===== config.mk =====
export PLATFORM = sky130hd
export DESIGN_NAME = rx_bram_bank_ctrl
export DESIGN_NICKNAME = d
export VERILOG_FILES = /design/src/rtl/hfswr_rx_pkg.sv /design/src/rtl/rx_bank_tracker.sv /design/src/rtl/rx_bram_bank_ctrl.sv
export SDC_FILE = /design/constraint.sdc
export NUM_CORES = 1
export LEC_CHECK = 0
export BUFFER_PORTS_ARGS = -buffer_cell sky130_fd_sc_hd__buf_4
export CAP_MARGIN = 20
export CELL_PAD_IN_SITES_DETAIL_PLACEMENT = 1
export CELL_PAD_IN_SITES_GLOBAL_PLACEMENT = 2
export CORE_MARGIN = 2
export CORE_UTILIZATION = 39
export CTS_BUF_LIST = sky130_fd_sc_hd__clkbuf_4
export DETAILED_ROUTE_END_ITERATION = 7
export PLACE_DENSITY_LB_ADDON = 0.1
export SLEW_MARGIN = 10
export SYNTH_ARGS = -nofsm -noshare
export SYNTH_HDL_FRONTEND = slang
export SYNTH_SLANG_ARGS = --single-unit

===== constraint.sdc =====
create_clock -name clk -period 2.6 [get_ports clk]
set_input_delay 0.26 -clock clk [delete_from_list [all_inputs] [get_ports clk]]
set_output_delay 0.26 -clock clk [all_outputs]
set_load 0.005 [all_outputs]

===== src/rtl/hfswr_rx_pkg.sv =====
// Shared types and sizing helpers for the HFSWR receive capture path.
package hfswr_rx_pkg;

   typedef enum logic [1:0] {
      ST_IDLE     = 2'd0,
      ST_CAPTURE  = 2'd1,
      ST_WAIT_LOW = 2'd2
   } rx_state_e;

   function automatic int bank_w(input int n_banks);
      return (n_banks > 1) ? $clog2(n_banks) : 1;
   endfunction

   function automatic int len_w(input int addr_w);
      return addr_w + 1;
   endfunction

endpackage


===== src/rtl/rx_bank_tracker.sv =====
// Bank occupancy bookkeeping: full mask, write/read pointers, stored
// window lengths and the readout handshake.
module rx_bank_tracker
   import hfswr_rx_pkg::*;
#(
   parameter int N_BANKS = 2,
   parameter int ADDR_W  = 12,
   localparam int BANK_W = bank_w(N_BANKS),
   localparam int LEN_W  = len_w(ADDR_W)
) (
   input  logic              clk,
   input  logic              rst,
   input  logic              close_i,
   input  logic [LEN_W-1:0]  close_len_i,
   input  logic              ack_i,
   output logic              wr_free_o,
   output logic [BANK_W-1:0] wr_bank_o,
   output logic              rdy_o,
   output logic [BANK_W-1:0] rdy_bank_o,
   output logic [LEN_W-1:0]  rdy_len_o
);

   logic [N_BANKS-1:0] full_q, full_d;
   logic [BANK_W-1:0]  wr_ptr_q, wr_ptr_d;
   logic [BANK_W-1:0]  rd_ptr_q, rd_ptr_d;
   logic [LEN_W-1:0]   len_q [N_BANKS];
   logic               ack_ok;

   assign ack_ok = ack_i & full_q[rd_ptr_q];

   // An ack releasing the very bank the next window needs counts as free.
   assign wr_free_o = ~full_q[wr_ptr_q]
                    | (ack_ok & (rd_ptr_q == wr_ptr_q));

   assign wr_bank_o  = wr_ptr_q;
   assign rdy_o      = full_q[rd_ptr_q];
   assign rdy_bank_o = rd_ptr_q;
   assign rdy_len_o  = len_q[rd_ptr_q];

   always_comb begin
      full_d   = full_q;
      wr_ptr_d = wr_ptr_q;
      rd_ptr_d = rd_ptr_q;
      if (ack_ok) begin
         full_d[rd_ptr_q] = 1'b0;
         rd_ptr_d = (rd_ptr_q == BANK_W'(N_BANKS - 1))
                  ? '0 : rd_ptr_q + 1'b1;
      end
      if (close_i) begin
         full_d[wr_ptr_q] = 1'b1;
         wr_ptr_d = (wr_ptr_q == BANK_W'(N_BANKS - 1))
                  ? '0 : wr_ptr_q + 1'b1;
      end
   end

   always_ff @(posedge clk or posedge rst) begin
      if (rst) begin
         full_q   <= '0;
         wr_ptr_q <= '0;
         rd_ptr_q <= '0;
         for (int i = 0; i < N_BANKS; i++) begin
            len_q[i] <= '0;
         end
      end else begin
         full_q   <= full_d;
         wr_ptr_q <= wr_ptr_d;
         rd_ptr_q <= rd_ptr_d;
         if (close_i) begin
            len_q[wr_ptr_q] <= close_len_i;
         end
      end
   end

endmodule


===== src/rtl/rx_bram_bank_ctrl.sv =====
// Gates sample strobes with the pulse window and writes each window
// into the next free BRAM bank, publishing closed banks in order.
module rx_bram_bank_ctrl
   import hfswr_rx_pkg::*;
#(
   parameter int N_BANKS = 2,
   parameter int ADDR_W  = 12,
   parameter int DEPTH   = 4096,
   parameter int WE_W    = 4,
   localparam int BANK_W = bank_w(N_BANKS),
   localparam int LEN_W  = len_w(ADDR_W)
) (
   input  logic               clk,
   input  logic               rst,
   input  logic               en,
   input  logic               sinc,
   input  logic               ack,
   output logic [N_BANKS-1:0] en_bank,
   output logic [WE_W-1:0]    we,
   output logic [ADDR_W-1:0]  addr,
   output logic               rst_count,
   output logic               rdy,
   output logic [BANK_W-1:0]  rdy_bank,
   output logic [LEN_W-1:0]   rdy_len,
   output logic               ovf
);

   rx_state_e          state_q, state_d;
   logic [LEN_W-1:0]   cnt_q, cnt_d;
   logic               sinc_q;
   logic               ovf_q, ovf_d;
   logic               rst_count_q;
   logic [N_BANKS-1:0] en_bank_q;
   logic [WE_W-1:0]    we_q;
   logic [ADDR_W-1:0]  addr_q;
   logic               rise;
   logic               wr_en;
   logic               close;
   logic               wr_free;
   logic [BANK_W-1:0]  wr_bank;

   assign rise = sinc & ~sinc_q;

   always_comb begin
      state_d = state_q;
      cnt_d   = cnt_q;
      ovf_d   = ovf_q;
      wr_en   = 1'b0;
      close   = 1'b0;
      unique case (state_q)
         ST_IDLE: begin
            cnt_d = '0;
            if (rise) begin
               if (wr_free) begin
                  state_d = ST_CAPTURE;
               end else begin
                  ovf_d   = 1'b1;
                  state_d = ST_WAIT_LOW;
               end
            end
         end
         ST_CAPTURE: begin
            if (cnt_q == LEN_W'(DEPTH)) begin
               // Close one edge after the last write pulse.
               close   = 1'b1;
               cnt_d   = '0;
               state_d = sinc ? ST_WAIT_LOW : ST_IDLE;
            end else if (!sinc) begin
               close   = (cnt_q != '0);
               cnt_d   = '0;
               state_d = ST_IDLE;
            end else if (en) begin
               wr_en = 1'b1;
               cnt_d = cnt_q + 1'b1;
            end
         end
         ST_WAIT_LOW: begin
            if (!sinc) begin
               state_d = ST_IDLE;
            end
         end
         default: begin
            cnt_d   = '0;
            state_d = ST_IDLE;
         end
      endcase
   end

   always_ff @(posedge clk or posedge rst) begin
      if (rst) begin
         state_q     <= ST_IDLE;
         cnt_q       <= '0;
         sinc_q      <= 1'b0;
         ovf_q       <= 1'b0;
         rst_count_q <= 1'b1;
         en_bank_q   <= '0;
         we_q        <= '0;
         addr_q      <= '0;
      end else begin
         state_q     <= state_d;
         cnt_q       <= cnt_d;
         sinc_q      <= sinc;
         ovf_q       <= ovf_d;
         rst_count_q <= (state_d != ST_CAPTURE);
         we_q        <= wr_en ? '1 : '0;
         en_bank_q   <= wr_en ? (N_BANKS'(1) << wr_bank) : '0;
         if (wr_en) begin
            addr_q <= cnt_q[ADDR_W-1:0];
         end
      end
   end

   rx_bank_tracker #(
      .N_BANKS (N_BANKS),
      .ADDR_W  (ADDR_W)
   ) u_tracker (
      .clk         (clk),
      .rst         (rst),
      .close_i     (close),
      .close_len_i (cnt_q),
      .ack_i       (ack),
      .wr_free_o   (wr_free),
      .wr_bank_o   (wr_bank),
      .rdy_o       (rdy),
      .rdy_bank_o  (rdy_bank),
      .rdy_len_o   (rdy_len)
   );

   assign en_bank   = en_bank_q;
   assign we        = we_q;
   assign addr      = addr_q;
   assign rst_count = rst_count_q;
   assign ovf       = ovf_q;

endmodule


==> run metrics <==
count of cell types in the netlist 42; dominant cells by area after synthesis dfrtp_1 53%, mux2_1 6.6%, nand2_1 5.9%; first-pass GRT wire length 12.2 mm; VDD IR max 0.209 mV; clock root buffer clkbuf_4; HP Class in -> reg; Syn Area/Cell 11.1 um2; Port Buffers 39; CTS H-tree lvls 3; largest net degree at the start of global routing 41; Max stage delay on crit path 470 ps; post-synthesis sequential area ratio 54.2%; Die Wd 90.4 um; Final Hold Slack 63.7 ps; post-layout util 48.2%; Final ANT Viol Nets 0; unrepaired setup endpoints after global routing false; commonest non-fill, non-tap cell in the layout dfrtp_1; Top Ports 40; Worst slew margin 42.3%; CTS tree built; Setup WS post-layout 269 ps; MaxCap Viol Count 0; fin nets 320; Tightest Pin Transition 866 ps; post-DP HPWL 5.07 mm; number of synthesized register bits 63; Power Density 521 nW/um2; Post-synth EDFFs 0; cell area after synthesis 2910 um2; GRT Total Usage 19.3%; Critical Path End Type flip-flop; top_reg_cell synth dfrtp_1; Syn-to-layout area delta 20.2%; initial DRC count 105; drt first pass iters 4; Avg WL per Cell 17.3 um; max frequency 429 MHz; Final setup viols 0; vias in the first global route 2,287; vias post-DR 2,148; Post-CTS Setup Inserts 0; hold_buf cts 2; share of cells above drive strength 1 32.1%; Die Area 8170 um2; post_cts resized 0; final clock skew 10.6 ps; endpoints failing hold 0; top-area cell type share of the netlist area 53.3%; commonest cells after routing, fill and taps aside 62 x dfrtp_1, 54 x buf_4, 46 x nand2_1; asr flop ratio synth 100%; Starting Density 40.1%; crit path cell chain inv_1, ha_1, nor4b_2, nand3_1, mux2_4, nor2_2, buf_4, mux2_1; Setup TNS 0 ps; leakage power 1.82 nW; critical path data arrival time 2630 ps; synth warn 0; Tcrit/Tclk final 89.7%; minimum clock period 2330 ps; CP max stage cell dfrtp_1; CP Data Required Time 2900 ps; Syn Inst Count 262; clock slew at reported path FFs 110 ps; total power 1.82 mW; vias per inst 5.15; Crit Path Category reg -> reg; DR DRC count 0; core area 7250 um2; routed wire length 7.22 mm; Setup WS pre-CTS 284 ps; status completed; pins over their slew limit 0; Die Ht 90.4 um; # rows 31; clk_lat worst skew 410 ps; grt total ovfl 0; RePlAce Congestion 0.853; Synth area leader dfrtp_1; clk sinks 63; Num CTS Buffers 9; diode count 0; CP max FO 8; Worst Setup Start Kind flip-flop; syn nets 269; initial antenna violation count 0; worst-case clock buffer depth 2
[critical path: cells and delay by family (launching register included)]
kind | cells | cell delay, ps
flip-flops | 1 | 470
multiplexers | 2 | 700
buffers and inverters | 2 | 310
adder cells (fa/ha/maj) | 1 | 140
AND/OR/NAND/NOR | 3 | 600
[where the power goes]
| group | internal, mW | leakage, nW | total (mW) | switching (mW) |
|---|---|---|---|---|
| Sequential | 1.01 | 0.860 | 1.07 | 0.0627 |
| Clock | 0.209 | 0.0617 | 0.576 | 0.367 |
| Combinational | 0.0926 | 0.895 | 0.180 | 0.0878 |
| Total | 1.31 | 1.82 | 1.82 | 0.517 |
[cells in the mapped netlist, types with 2 or more instances]
cell type	number
nand2b_1	3
a21oi_1	4
mux2_4	10
dfrtp_1	62
nor3_1	10
or2_1	2
buf_4	4
nand4_1	4
mux2_1	17
or3_1	2
a31oi_1	3
ha_1	2
nand3_1	8
mux2_2	15
nor2b_1	2
inv_1	8
buf_2	2
nor2_1	6
clkbuf_1	10
nand2_1	46
and3_1	3
o21ai_1	18
a21o_1	2
[sequential cells by signal, summed over array words and instances, names as in the netlist, 2 cells and up]
signal and cells:
state_q 2, u_tracker.len_q 26, en_bank 2, addr 12, u_tracker.full_q 2, cnt_q 13
[logic make-up (layout without fill, tap and decap cells)]
group | count (synthesis) | in the layout | synth area share (%)
AO/OA/AOI/OAI | 36 | 36 | 7.40
XOR/XNOR | 2 | 2 | 0.602
adder cells (fa/ha/maj) | 2 | 2 | 0.860
buffers and inverters | 26 | 82 | 4.21
flip-flops | 63 | 63 | 54.2
multiplexers | 42 | 42 | 17.5
AND/OR/NAND/NOR | 91 | 91 | 15.2
[metal layers]
layer / share of wire, % / global-route usage [%]
met5: 0 / 0
met4: 1.4 / 6.15
met3: 4.4 / 5.26
met2: 46 / 30.0
met1: 48 / 26.2
[final timing paths]
check                         start              endpoint  slack (ps)  depth (start not counted)
setup / recovery           cnt_q[0]   u_tracker.len_q[20]         270                          8
hold / removal                  ack  u_tracker.rdy_bank_o          60                          2
setup reg to reg           cnt_q[0]   u_tracker.len_q[20]         270                          8
hold reg to reg                 ovf                   ovf         480                          2
max in group asynchronous       rst              cnt_q[3]        1520                          4
min in group asynchronous       rst              addr[11]         460                          3
[per-stage QoR]
stage               cells  cell area [um2]
CTS                   417             3500
floorplan             262             2910
detailed placement    399             3370
global placement      399             3370
global route          417             3500
finish                417             3500
[layout make-up]
| class | instances | area, um2 |
|---|---|---|
| sequential | 63 | 1580 |
| timing repair buffer | 57 | 445 |
| clock buffer | 11 | 82.6 |
| clock inverter | 5 | 25.0 |
| tap | 99 | 124 |
| fill | 819 | 3750 |
| inverter | 9 | 33.8 |
| multi-input combinational | 173 | 1210 |
(Power assumes the default switching activity.)
